`config.mk`:
```
export PLATFORM = sky130hd
export DESIGN_NAME = mult_div_unit
export DESIGN_NICKNAME = d
export VERILOG_FILES = /design/src/rtl/mult_div_unit_pkg.sv /design/src/rtl/mult_div_unit.sv
export SDC_FILE = /design/constraint.sdc
export NUM_CORES = 1
export LEC_CHECK = 0
export CAP_MARGIN = 30
export CELL_PAD_IN_SITES_DETAIL_PLACEMENT = 1
export CELL_PAD_IN_SITES_GLOBAL_PLACEMENT = 2
export CORE_ASPECT_RATIO = 1.2
export CORE_MARGIN = 4
export CORE_UTILIZATION = 38
export CTS_CLUSTER_SIZE = 16
export DETAILED_ROUTE_END_ITERATION = 10
export GPL_TIMING_DRIVEN = 0
export PLACE_DENSITY_LB_ADDON = 0.1
export SYNTH_ARGS = -nofsm -noshare
export SYNTH_HDL_FRONTEND = slang
export SYNTH_SLANG_ARGS = --single-unit
```
`constraint.sdc`:
```
create_clock -name Clk -period 12.8 [get_ports Clk]
set_input_delay 3.2 -clock Clk [delete_from_list [all_inputs] [get_ports Clk]]
set_output_delay 3.2 -clock Clk [all_outputs]
set_load 0.1 [all_outputs]
```
`src/rtl/mult_div_unit_pkg.sv`:
```
// Shared encodings for the iterative multiply/divide unit: operation codes,
// controller states and the default operand width.
package mult_div_unit_pkg;

    localparam int DEF_WIDTH = 32;

    localparam logic [1:0] OP_MULT  = 2'b00;
    localparam logic [1:0] OP_MULTU = 2'b01;
    localparam logic [1:0] OP_DIV   = 2'b10;
    localparam logic [1:0] OP_DIVU  = 2'b11;

    typedef enum logic [1:0] {
        IDLE = 2'b00,
        RUN  = 2'b01,
        DONE = 2'b10
    } state_e;

endpackage

```
`src/rtl/mult_div_unit.sv`:
```
// Radix-2 iterative MULT/MULTU/DIV/DIVU feeding HI/LO; done/strobes 33 cycles after start.
// No backpressure: busy stalls the pipeline, start while busy is dropped, flush aborts.
module mult_div_unit
    import mult_div_unit_pkg::*;
#(
    parameter int WIDTH = DEF_WIDTH
) (
    input  logic             Clk,
    input  logic             Reset_n,
    input  logic             start,
    input  logic [1:0]       op,
    input  logic [WIDTH-1:0] a,
    input  logic [WIDTH-1:0] b,
    input  logic             flush,
    output logic             busy,
    output logic             done,
    output logic [WIDTH-1:0] hi_out,
    output logic [WIDTH-1:0] lo_out,
    output logic             hi_write,
    output logic             lo_write,
    output logic             div_by_zero
);

    localparam int CW = $clog2(WIDTH);
    localparam logic [CW-1:0] LAST = CW'(WIDTH - 1);

    state_e           state_q, state_d;
    logic [CW-1:0]    count_q, count_d;
    logic [1:0]       op_q, op_d;
    logic             sa_q, sa_d, sb_q, sb_d, dz_q, dz_d;
    logic [WIDTH-1:0] araw_q, araw_d;
    logic [WIDTH-1:0] mag_b_q, mag_b_d;
    logic [WIDTH-1:0] acc_hi_q, acc_hi_d;
    logic [WIDTH-1:0] acc_lo_q, acc_lo_d;
    logic [WIDTH-1:0] hi_q, hi_d, lo_q, lo_d;
    logic             dbz_q, dbz_d;

    logic               in_signed, in_is_div;
    logic [WIDTH-1:0]   a_mag, b_mag;
    logic [WIDTH:0]     mul_sum;
    logic [2*WIDTH-1:0] prod, prod_fix;
    logic [WIDTH:0]     div_sh, div_diff;
    logic               div_ge;
    logic [WIDTH-1:0]   div_r, div_q, q_fix, r_fix;

    assign in_signed = ~op_q[0];
    assign in_is_div = op_q[1];

    assign a_mag = (~op[0] && a[WIDTH-1]) ? -a : a;
    assign b_mag = (~op[0] && b[WIDTH-1]) ? -b : b;

    // Multiply step: conditional add, then shift {carry,Phi,Plo} right by one.
    assign mul_sum = {1'b0, acc_hi_q} + {1'b0, (acc_lo_q[0] ? mag_b_q : '0)};
    assign prod    = {mul_sum, acc_lo_q[WIDTH-1:1]};

    // Restoring divide step; shifted remainder < 2*|b|, so diff's top bit is its sign.
    assign div_sh   = {acc_hi_q, acc_lo_q[WIDTH-1]};
    assign div_diff = div_sh - {1'b0, mag_b_q};
    assign div_ge   = ~div_diff[WIDTH];
    assign div_r    = div_ge ? div_diff[WIDTH-1:0] : div_sh[WIDTH-1:0];
    assign div_q    = {acc_lo_q[WIDTH-2:0], div_ge};

    assign prod_fix = (sa_q ^ sb_q) ? -prod : prod;
    assign q_fix    = (sa_q ^ sb_q) ? -div_q : div_q;
    assign r_fix    = sa_q ? -div_r : div_r;

    always_comb begin
        state_d  = state_q;
        count_d  = count_q;
        op_d     = op_q;
        sa_d     = sa_q;
        sb_d     = sb_q;
        dz_d     = dz_q;
        araw_d   = araw_q;
        mag_b_d  = mag_b_q;
        acc_hi_d = acc_hi_q;
        acc_lo_d = acc_lo_q;
        hi_d     = hi_q;
        lo_d     = lo_q;
        dbz_d    = dbz_q;
        unique case (state_q)
            IDLE: begin
                if (!flush && start) begin
                    state_d  = RUN;
                    count_d  = '0;
                    op_d     = op;
                    sa_d     = ~op[0] & a[WIDTH-1];
                    sb_d     = ~op[0] & b[WIDTH-1];
                    dz_d     = (b == '0);
                    araw_d   = a;
                    mag_b_d  = b_mag;
                    acc_hi_d = '0;
                    acc_lo_d = a_mag;
                    dbz_d    = 1'b0;
                end
            end
            RUN: begin
                if (flush) begin
                    state_d = IDLE;
                end else begin
                    count_d = count_q + 1'b1;
                    if (in_is_div) begin
                        acc_hi_d = div_r;
                        acc_lo_d = div_q;
                    end else begin
                        acc_hi_d = prod[2*WIDTH-1:WIDTH];
                        acc_lo_d = prod[WIDTH-1:0];
                    end
                    if (count_q == LAST) begin
                        state_d = DONE;
                        if (!in_is_div) begin
                            hi_d = prod_fix[2*WIDTH-1:WIDTH];
                            lo_d = prod_fix[WIDTH-1:0];
                        end else if (dz_q) begin
                            hi_d  = araw_q;
                            lo_d  = '1;
                            dbz_d = 1'b1;
                        end else begin
                            hi_d = in_signed ? r_fix : div_r;
                            lo_d = in_signed ? q_fix : div_q;
                        end
                    end
                end
            end
            DONE:    state_d = IDLE;
            default: state_d = IDLE;
        endcase
    end

    always_ff @(posedge Clk or negedge Reset_n) begin
        if (!Reset_n) begin
            state_q  <= IDLE;
            count_q  <= '0;
            op_q     <= '0;
            sa_q     <= 1'b0;
            sb_q     <= 1'b0;
            dz_q     <= 1'b0;
            araw_q   <= '0;
            mag_b_q  <= '0;
            acc_hi_q <= '0;
            acc_lo_q <= '0;
            hi_q     <= '0;
            lo_q     <= '0;
            dbz_q    <= 1'b0;
        end else begin
            state_q  <= state_d;
            count_q  <= count_d;
            op_q     <= op_d;
            sa_q     <= sa_d;
            sb_q     <= sb_d;
            dz_q     <= dz_d;
            araw_q   <= araw_d;
            mag_b_q  <= mag_b_d;
            acc_hi_q <= acc_hi_d;
            acc_lo_q <= acc_lo_d;
            hi_q     <= hi_d;
            lo_q     <= lo_d;
            dbz_q    <= dbz_d;
        end
    end

    // Strobes come from state alone so a flush in DONE cannot cancel a finished write.
    assign busy        = (state_q != IDLE);
    assign done        = (state_q == DONE);
    assign hi_write    = done;
    assign lo_write    = done;
    assign hi_out      = hi_q;
    assign lo_out      = lo_q;
    assign div_by_zero = dbz_q;

endmodule
```
Word-level counts from Yosys, hierarchy flattened
Index checks and enable logic that the tools add are counted.

operators by class
  add/sub/neg operators = 8
  equal/unequal tests = 9
  mux-type cells = 34
  bitwise logic cells = 6
  reductions and logical operators = 13

operators with widths
  cell                 number
  $mux 32              18
  $neg 32->32          4
  $pmux 32 s2          2
  $mux 64              1
  $neg 64->64          1
  $add 32x32->33       1
  $sub 33x32->33       1
  $logic_not 32->1     1
  $mux 5               2
  $ne 2x2->1 const B   5
  $pmux 5 s2           1
  $mux 2               3
  $reduce_and 3->1     2
  $reduce_and 6->1     1
  $add 5x1->5 const B  1
  $eq 5x5->1 const B   1
  $mux 1               5
  $pmux 2 s2           1
  $reduce_and 2->1     2
  $reduce_bool 2->1    2
  $logic_and 1x1->1    3
  $ne 3x3->1 const B   1
  $not 1->1            3
  $and 1x1->1          2
  6 further kinds      6

word-level totals
  register bits = 205

Longest topological paths before layout
Gate-level depths: netlist of the first run.

  word-level depth = 7
  gate-level depth with buffers = 22
  depth with buffers taken out = 19

Least setup slack after synthesis of the first run
OpenSTA, ideal clock, no wires.

  path type = input -> register
  start point = input b[4]
  end point = register mag_b_q[30]
  setup time = 129 ps
  data arrival time = 5,758 ps
  required time = 12,671 ps
  slack = 6,913 ps
  stages = 11
  path buffers = 0
  cells stage by stage = or4_1 nor4_1 nor3b_1 nand2_1 or2_2 nor3_1 and2_1 nand2_1 o41ai_1 xor2_1 o21ai_1

between the ends
  longest elaborated chain between the ends = 2

ends and longest elaborated chain
  item                    RTL line              text
  start: declaration      mult_div_unit.sv:13   input logic [WIDTH-1:0] b,
  $neg 32->32             mult_div_unit.sv:50   assign b_mag = (~op[0] && b[WIDTH-1]) ? -b : b;
  $mux 32                 mult_div_unit.sv:50
  end signal: assignment  mult_div_unit.sv:153  mag_b_q <= mag_b_d;
  end: declaration        mult_div_unit.sv:32   logic [WIDTH-1:0] mag_b_q, mag_b_d;

No other way between the ends.
A chain may end at the register's enable or synchronous reset.

Final worst setup path of the first run
  start point = register acc_lo_q[31]
  end point = register hi_q[6], in the netlist hi_out[6]

between the ends
  longest elaborated chain between the ends = 7

ends and longest elaborated chain
  item                      RTL line              text
  start: declaration        mult_div_unit.sv:34   logic [WIDTH-1:0] acc_lo_q, acc_lo_d;
  start signal: assignment  mult_div_unit.sv:155  acc_lo_q <= acc_lo_d;
  $sub 33x32->33            mult_div_unit.sv:58   assign div_diff = div_sh - {1'b0, mag_b_q};
  $mux 32                   mult_div_unit.sv:60   assign div_r = div_ge ? div_diff[WIDTH-1:0] : div_sh[WIDTH-1:0];
  $neg 32->32               mult_div_unit.sv:65   assign r_fix = sa_q ? -div_r : div_r;
  $mux 32                   mult_div_unit.sv:65
  $mux 32                   mult_div_unit.sv:119  hi_d = in_signed ? r_fix : div_r;
  $mux 32                   mult_div_unit.sv:114  end else if (dz_q) begin
  $mux 32 (*)               mult_div_unit.sv:111  if (!in_is_div) begin
  end signal: assignment    mult_div_unit.sv:156  hi_q <= hi_d;
  end: declaration          mult_div_unit.sv:35   logic [WIDTH-1:0] hi_q, hi_d, lo_q, lo_d;

Every way passes the cells marked *; elsewhere a longest branch is shown, timed or not.

==> results of run 1 <==
==> Yosys cell counts (29+ instances only) <==
master,number
a21oi_1,158
a31oi_1,30
clkbuf_1,122
dfrtp_1,205
ha_1,71
inv_1,65
mux2i_1,62
nand2_1,415
nor2_1,238
nor3_1,52
nor4_1,29
o21ai_0,254
o22ai_1,30
xnor2_1,125
xor2_1,87
==> final timing paths <==
check | startpoint | to | cells after the start
max | acc_lo_q[31]$_DFFE_PN0P_ | hi_out[6]$_DFFE_PN0P_ | 22
min | hi_out[11]$_DFFE_PN0P_ | hi_out[11]$_DFFE_PN0P_ | 2
max reg2reg | acc_lo_q[31]$_DFFE_PN0P_ | hi_out[6]$_DFFE_PN0P_ | 22
min reg2reg | hi_out[11]$_DFFE_PN0P_ | hi_out[11]$_DFFE_PN0P_ | 2
max in group asynchronous | Reset_n | lo_out[12]$_DFFE_PN0P_ | 3
min in group asynchronous | Reset_n | mag_b_q[12]$_DFFE_PN0P_ | 1
==> metrics by stage <==
step / TNS (ps) / area (um^2) / utilization (%)
global route: 0 / 21700 / 45.0
global placement: -159870 / 20700 / 42.9
finish: 0 / 21700 / 45.0
CTS: 0 / 21700 / 45.0
detailed placement: 0 / 20800 / 43.1
floorplan: 0 / 18500 / -
==> flip-flops by register name, indices dropped and copies added, names as in the netlist, 2 cells and up <==
signal	flops
hi_out	32
acc_hi_q	32
acc_lo_q	32
araw_q	32
count_q	5
mag_b_q	32
lo_out	32
state_q	2
op_q	2
==> layout make-up <==
| type | instances | area (um^2) |
|---|---|---|
| Timing Repair Buffer | 141 | 1450 |
| Sequential cell | 205 | 5130 |
| Fill cell | 6005 | 26500 |
| Multi-Input combinational cell | 2007 | 12400 |
| Clock buffer | 38 | 776 |
| Inverter | 68 | 255 |
| Clock inverter | 9 | 166 |
| Buffer | 164 | 796 |
| Tap cell | 630 | 788 |
==> logic make-up (layout without fill, tap and decap cells) <==
kind of cell / after synthesis / count (layout) / share of synthesized area (%)
AOI/OAI and AO/OA: 730 / 730 / 25.0
xor gates and xnor gates: 212 / 212 / 10.0
adders and majority gates: 73 / 73 / 5.01
buffers and inverters: 232 / 420 / 5.67
DFF: 205 / 205 / 27.7
muxes: 73 / 73 / 4.02
and+or+nand+nor: 919 / 919 / 22.7
==> per-layer routing <==
| layer | vias up | wire length (um) |
|---|---|---|
| met5 | - | 0 |
| met4 | 0 | 6680 |
| met3 | 256 | 3600 |
| met2 | 610 | 43400 |
| met1 | 9896 | 35600 |
| li1 | 9056 | - |
==> power breakdown <==
part	internal [W]	switching [W]	total, W
logic	0.00114	0.00239	0.00353
registers	0.000761	0.000149	0.000910
clock network	0.000501	0.000316	0.000817
total	0.00240	0.00285	0.00525
==> worst min-delay path, cell delays in order (launching register included) <==
cell and delay, ps:
dfrtp_1 340, nand2_1 50, o21ai_0 60
==> metrics, run 1 <==
worst hold path class reg2reg; Fin Hold WS 482 ps; Leakage 9.10 nW; CTS H-tree lvls 1; GRT Util Overall 33.0%; Top Usage Layer GRT met2; Avg Cell Area, Syn 7.59 um^2; final clock skew 30.6 ps; Mapped Cells 2444; Final Max Tran Viols 0; Final WS setup 6270 ps; initial antenna violation count 0; met3 Use GR 3.02%; post-synth top area share 27.7%; Worst-Margin Slew 1040 ps; row count 88; reg-to-reg slack, setup 6270 ps; worst path bufs/invs 7; Final HPWL DP 72.1 mm; Syn Nets 2587; Routed Antenna Nets 0; dpl ws 5880 ps; quantity of I/O buffers inserted on ports 137; max-cap violations 0; Max-slew headroom 30.6%; post-synth cell types 98; most frequent cells in the layout nand2_1, o21ai_0, nor2_1; vias in the first global route 20900; DR iter-0 viols 1291; Sink Count 205; most common cell after layout, fill and taps aside nand2_1; CP Data Required Time 13210 ps; Startpoint Class register; I/O Pins 139; yosys warns 0; fin cells 3262; # resized after CTS 0; critical path capture point type register; # setup viols final 0; routability cong. 0.988; outcome finished, final reports clean; total global routing overflow 0; GR Layer Usage met1 39.4%; Final period util 51.0%; EDFF count, synth 0; Via density 6.08; dpl cells 3214; first-pass GRT wire length 134 mm; post-CTS setup buffers 0; met2 usage 57.4%; core area 0.0482 mm^2; area of the die 0.0524 mm^2; P&R area growth vs syn 17.2%; asr flop ratio synth 100%; largest driver fanout on the critical path 10; critical path type reg2reg; top post-synthesis cells by area dfrtp_1, nand2_1, o21ai_0; CTS Buffer Depth 3; Vias 19800; # DRC 0; slowest CP cell a2111oi_4; pwr dens 242 mW/mm^2; initial core utilization 38.4%; clk_lat worst skew 570 ps; Antenna Cells 0; crit path cell chain inv_1 > ha_1 > inv_1 > fa_1 > a211oi_2 > o21a_2 > a2111oi_4 > o2111ai_1 > o211a_2 > inv_2 > buf_2 > buf_2 > buf_2 > nor2_1 > a21oi_1 > ha_1 > inv_1 > a21oi_1 > nor2_1 > xnor2_1 > a222oi_1 > o21ai_0; sequential fraction of the synthesis area 27.7%; prevailing post-synth register cell dfrtp_1; Max VDD drop 111 uV; Synth Register Bits 205; routed length per placed instance 27.4 um; nets@finish 2756; fraction of layout cells with a size suffix above 1 5.28%; CTS clk-pin slew, worst paths 60 ps; Root Buffer clkbuf_16; Yosys top cell by area dfrtp_1; final wirelength 89.3 mm; delay-heaviest family, CP compound AO/OA/AOI/OAI gates; die height 250 um; hold_buf cts 0; Pre-antenna DRT Iters 6; total CTS buffers 26; fin crit period 6530 ps; die width 210 um; Synth Cell Area 0.0185 mm^2; unrepaired setup endpoints after global routing false; CTS tree done; pin count of the biggest net entering global routing 99; Total Power 0.00525 W; crit path DAT 6940 ps; Worst path max stage delay 640 ps; maximum clock frequency 153 MHz; Final Hold Fails 0
Note: power is estimated with default switching activity, not from simulation.
==> inputs of run 2 (changes only) <==
Settings changed: CORE_UTILIZATION 38 to 32.
Clock period 12.8 ns to 5.9 ns, I/O delays scaled along.
==> metrics, run 2 (synthesis results as in run 1) <==
Final Max Tran Viols 0 (unchanged); crit path cell chain clkinvlp_4 > clkbuf_1 > nor2_1 > ha_1 > a21oi_1 > o211ai_1 > nand2_1 > xor2_1 > o211ai_1 > nand2b_1 > nor4_1 > nor2_1 > xnor2_1 > a222oi_1 > o21ai_0; critical path capture point type register; Max-slew headroom 26.0% (-4.6 points); # DRC 0 (unchanged); # setup viols final 0 (unchanged); row count 96 (+9.1%); fin crit period 5810 ps (-718 ps); max-cap violations 0 (unchanged); Vias 19800 (-0.24%); CTS H-tree lvls 1 (unchanged); Via density 5.87 (-3.4%); CTS tree done; initial core utilization 32.4% (-6.1 points); met2 WL post-DR 46.3 mm (+6.6%); unrepaired setup endpoints after global routing false; Routed Antenna Nets 0 (unchanged); quantity of I/O buffers inserted on ports 137 (unchanged); first-pass GRT wire length 138 mm (+3.5%); most frequent cells in the layout nand2_1, o21ai_0, nor2_1; vias in the first global route 20700 (-0.65%); core area 0.0573 mm^2 (+19%); P&R area growth vs syn 18.4%; pwr dens 533 mW/mm^2 (+120%); Final Cell Area 0.0219 mm^2 (+1.0%); Final HPWL DP 76.3 mm (+5.8%); I/O Pins 139 (unchanged); Fin Hold WS 476 ps (-6.28 ps); worst hold path class reg2reg; dpl ws -915 ps (-6800 ps); GRT Util Overall 29.3% (-3.7 points); Final WS setup 85.6 ps (-6180 ps); path length in cells of the critical path 15 (-32%); die height 272 um (+8.7%); worst path bufs/invs 2 (-5); Max VDD drop 239 uV (+120%); total CTS buffers 27 (+3.8%); delay-heaviest family, CP compound AO/OA/AOI/OAI gates; top layer reached by signal wires met4; crit path DAT 6230 ps (-710 ps); clk_lat worst skew 580 ps (about the same); routability cong. 0.975 (-1.3%); post-CTS setup buffers 0 (unchanged); largest driver fanout on the critical path 10 (unchanged); pin count of the biggest net entering global routing 79 (-20%); Root Buffer clkbuf_16; Startpoint Class register; final design utilization 38.3% (-6.7 points); WHS Path Cells 2 (unchanged); Placement Cell Area 0.0209 mm^2 (+0.68%); WL met1 37.5 mm (+5.4%); area of the die 0.0619 mm^2 (+18%); Total Power 0.0117 W (+120%); outcome finished, final reports clean; final clock skew 24.9 ps (-5.69 ps); Reg2Reg Depth 15 (-32%); fraction of layout cells with a size suffix above 1 5.77% (+0.49 points); Fillers 7037 (+17%); Final period util 98.5% (+48 points); CTS Buffer Depth 3 (unchanged); die width 228 um (+8.6%); Pre-antenna DRT Iters 6 (unchanged); Worst-Margin Slew 1110 ps (+72.2 ps); maximum clock frequency 172 MHz (+12%); critical path type reg2reg; routed length per placed instance 27.9 um (+2.0%); Sink Count 205 (unchanged); Worst path max stage delay 650 ps (about the same); CP Data Required Time 6320 ps (-6890 ps); Final Hold Fails 0 (unchanged); Leakage 9.12 nW (+0.27%); CTS clk-pin slew, worst paths 60 ps (about the same); most common cell after layout, fill and taps aside nand2_1; DR iter-0 viols 1326 (+2.7%); total global routing overflow 0 (unchanged); initial antenna violation count 0 (unchanged); final wirelength 94.0 mm (+5.3%); nets@finish 2757 (+0.036%); DR WL met3 3.76 mm (+4.2%); slowest CP cell dfrtp_1; Antenna Cells 0 (unchanged)
## run 2: final timing paths
check | startpoint | to | slack, ps
worst min register to register | araw_q[24]$_DFFE_PN0P_ | araw_q[24]$_DFFE_PN0P_ | 480
max in group asynchronous | Reset_n | mag_b_q[28]$_DFFE_PN0P_ | 4250
worst max-delay path | acc_lo_q[0]$_DFFE_PN0P_ | hi_out[17]$_DFFE_PN0P_ | 90
worst min-delay path | araw_q[24]$_DFFE_PN0P_ | araw_q[24]$_DFFE_PN0P_ | 480
min in group asynchronous | Reset_n | lo_out[16]$_DFFE_PN0P_ | 810
worst max register to register | acc_lo_q[0]$_DFFE_PN0P_ | hi_out[17]$_DFFE_PN0P_ | 90
## run 2: worst reg2reg max path: stages, from the launching register on
cell and delay, ps:
dfrtp_1 650, clkinvlp_4 490, clkbuf_1 370, nor2_1 170, ha_1 320, a21oi_1 440
o211ai_1 330, nand2_1 160, xor2_1 530, o211ai_1 320, nand2b_1 300, nor4_1 580
nor2_1 120, xnor2_1 160, a222oi_1 560, o21ai_0 160
## run 2: timing repair
item / 4_1_cts / 5_1_grt
pin swaps: 2 / 1
gates resized for setup: 10 / 12
setup endpoints to repair: 24 / 9
hold buffers: 0 / 0
## run 2: where the power goes
| part | total, W | internal (W) | switching, W |
|---|---|---|---|
| combinational | 0.00789 | 0.00253 | 0.00536 |
| clock | 0.00183 | 0.00110 | 0.000735 |
| sequential | 0.00198 | 0.00165 | 0.000331 |
| total | 0.0117 | 0.00528 | 0.00642 |
## run 2: per-stage QoR
stage / instances / TNS (ps)
final: 3368 / 0
after global routing: 3368 / 0
after CTS: 3368 / 0
after detailed placement: 3321 / -6060
after global placement: 3316 / -1286910
after floorplan: 2444 / 0
## run 2: final cells by class
type	instances	area [um^2]	area share, %
Clock buffer	33	728	3.32
Sequential cell	205	5130	23.4
Tap cell	735	920	4.19
Multi-Input combinational cell	2007	12400	56.6
Inverter	68	264	1.20
Clock inverter	15	220	1.00
Buffer	163	807	3.68
Timing Repair Buffer	142	1460	6.64
## run 2: per-layer routing
metal	GRT usage, %	vias to the layer above
met4	16.5	0
met2	52.3	557
met5	0	-
met3	2.78	192
met1	34.6	9974
li1	-	9047
==> inputs of run 3 (changes only) <==
Settings changed: GPL_TIMING_DRIVEN 0 to 1.
==> metrics, run 3 (synthesis results as in run 1) <==
P&R area growth vs syn 15.8%; maximum clock frequency 189 MHz (+9.7%); initial core utilization 32.4% (unchanged); # setup viols final 0 (unchanged); routed length per placed instance 25.8 um (-7.5%); vias in the first global route 19700 (-4.8%); Root Buffer clkbuf_16; multi-input logic area 0.0124 mm^2 (-0.19%); reg2reg end hi_out[21]$_DFFE_PN0P_; Final period util 89.8% (-8.7 points); WHS Path Cells 2 (unchanged); GRT Util Overall 26.3% (-3.0 points); reg-to-reg slack, setup 600 ps (+510 ps); Placement Cell Area 0.0205 mm^2 (-1.9%); CTS tree done; Sink Count 205 (unchanged); post-CTS setup buffers 0 (unchanged); max-cap violations 0 (unchanged); hold_buf cts 0 (unchanged); final wirelength 83.9 mm (-11%); pwr dens 520 mW/mm^2 (-2.5%); unrepaired setup endpoints after global routing false; DR iter-0 viols 1211 (-8.7%); Vias 18900 (-4.6%); critical path capture point type register; worst hold path class reg2reg; Fillers 6958 (-1.1%); Via density 5.81 (-1.1%); Critical R2R Launch acc_lo_q[31]$_DFFE_PN0P_; nets@finish 2637 (-4.4%); dpl cells 3199 (-3.7%); CTS clk-pin slew, worst paths 60 ps (about the same); quantity of I/O buffers inserted on ports 138 (+0.73%); CP Data Required Time 6340 ps (+20 ps); Pre-antenna DRT Iters 5 (-1); CTS Buffer Depth 3 (unchanged); Routed Antenna Nets 0 (unchanged); Startpoint Class register; Worst-Margin Slew 1040 ps (-67.6 ps); Max-slew headroom 30.3% (+4.3 points); Fin Setup TNS 0 ps (unchanged); Min-Delay Endpoint araw_q[8]$_DFFE_PN0P_; Reg area 0.00513 mm^2 (about the same); crit path DAT 5740 ps (-490 ps); most common cell after layout, fill and taps aside nand2_1; Reg2Reg Depth 16 (+1); critical path type reg2reg; clk_lat worst skew 570 ps (about the same); fraction of layout cells with a size suffix above 1 6.20% (+0.43 points); routability cong. 0.860 (-12%); CTS H-tree lvls 1 (unchanged); Max VDD drop 235 uV (-1.4%); # resized after CTS 0 (-10); largest driver fanout on the critical path 47 (+37); total CTS buffers 27 (unchanged); # DRC 0 (unchanged); total global routing overflow 0 (unchanged); core area 0.0573 mm^2 (unchanged); area of the die 0.0619 mm^2 (unchanged); pin count of the biggest net entering global routing 142 (+80%); hold path startpoint araw_q[8]$_DFFE_PN0P_; I/O Pins 139 (unchanged); fin cells 3250 (-3.5%); first-pass GRT wire length 127 mm (-8.1%); Antenna Cells 0 (unchanged); Final Cell Area 0.0215 mm^2 (-2.2%); fin crit period 5300 ps (-515 ps); most frequent cells in the layout nand2_1, o21ai_0, nor2_1; die width 228 um (unchanged); initial antenna violation count 0 (unchanged); final clock skew 17.6 ps (-7.27 ps); Final HPWL DP 65.6 mm (-14%); outcome finished, final reports clean; row count 96 (unchanged); Leakage 8.99 nW (-1.4%); Final Hold Fails 0 (unchanged); Final Max Tran Viols 0 (unchanged); die height 272 um (unchanged)
-- run 3: cell count changes in the layout (fill, tap and decap cells not counted), sizes merged --
cell / change
buf: +15
bufinv: -3
clkdlybuf4s50: +1
clkbuf: -129
clkinvlp: +1
clkinv: -3
-- run 3: layout make-up --
| class | count | area share [%] |
|---|---|---|
| clock buffers | 40 | 3.79 |
| clock inverters | 10 | 0.530 |
| inverters | 68 | 1.19 |
| multi-input cells | 2007 | 57.7 |
| flip-flops and latches | 205 | 23.9 |
| well taps | 735 | 4.28 |
| repair buffers | 185 | 8.54 |
-- run 3: layer usage --
| layer | track usage, % | vias to the layer above | share of wire, % |
|---|---|---|---|
| met5 | 0 | - | 0 |
| met3 | 2.38 | 132 | 2.8 |
| li1 | - | 8814 | - |
| met1 | 31.7 | 9569 | 42 |
| met2 | 48.3 | 352 | 51 |
| met4 | 10.6 | 0 | 4.8 |
-- run 3: worst max-delay path: stages (launching register included) --
cell and delay (ps):
dfrtp_1 410, inv_1 130, ha_1 230, inv_1 100, fa_1 240, a211oi_2 110
o21a_2 290, a2111oi_4 640, o211a_1 240, o211a_2 200, buf_4 520, mux2i_1 870
nor4b_1 350, buf_4 170, mux2_2 320, a211oi_1 220, a31oi_1 120
-- run 3: worst max-delay path by stage --
stage	depth (start not counted)	slack (ps)	start	end
after floorplan	20	1360	acc_lo_q[31]$_DFFE_PN0P_	hi_out[28]$_DFFE_PN0P_
final	16	600	acc_lo_q[31]$_DFFE_PN0P_	hi_out[21]$_DFFE_PN0P_
after detailed placement	16	710	acc_lo_q[31]$_DFFE_PN0P_	hi_out[28]$_DFFE_PN0P_
after CTS	16	650	acc_lo_q[31]$_DFFE_PN0P_	hi_out[21]$_DFFE_PN0P_
after global routing	19	290	acc_lo_q[31]$_DFFE_PN0P_	hi_out[6]$_DFFE_PN0P_
after global placement	14	750	acc_lo_q[0]$_DFFE_PN0P_	hi_out[28]$_DFFE_PN0P_
-- run 3: per-stage QoR --
| step | hold slack (ps) | util [%] | setup slack, ps | power (W) |
|---|---|---|---|---|
| finish | 477 | 37.5 | 601 | 0.0112 |
| detailed placement | 469 | 35.8 | 707 | 0.00934 |
| global route | 513 | 37.5 | 294 | 0.0119 |
| global placement | 458 | 35.7 | 753 | 0.00927 |
| CTS | 484 | 37.4 | 655 | 0.0112 |
| floorplan | 437 | - | 1360 | 0.00683 |
-- run 3: power by group --
| part | leakage (nW) | switching (W) | internal (W) | total (W) |
|---|---|---|---|---|
| Sequential | 2.68 | 0.000488 | 0.00165 | 0.00214 |
| Clock | 0.447 | 0.000702 | 0.00104 | 0.00174 |
| Combinational | 5.86 | 0.00478 | 0.00249 | 0.00728 |
| Total | 8.99 | 0.00597 | 0.00519 | 0.0112 |
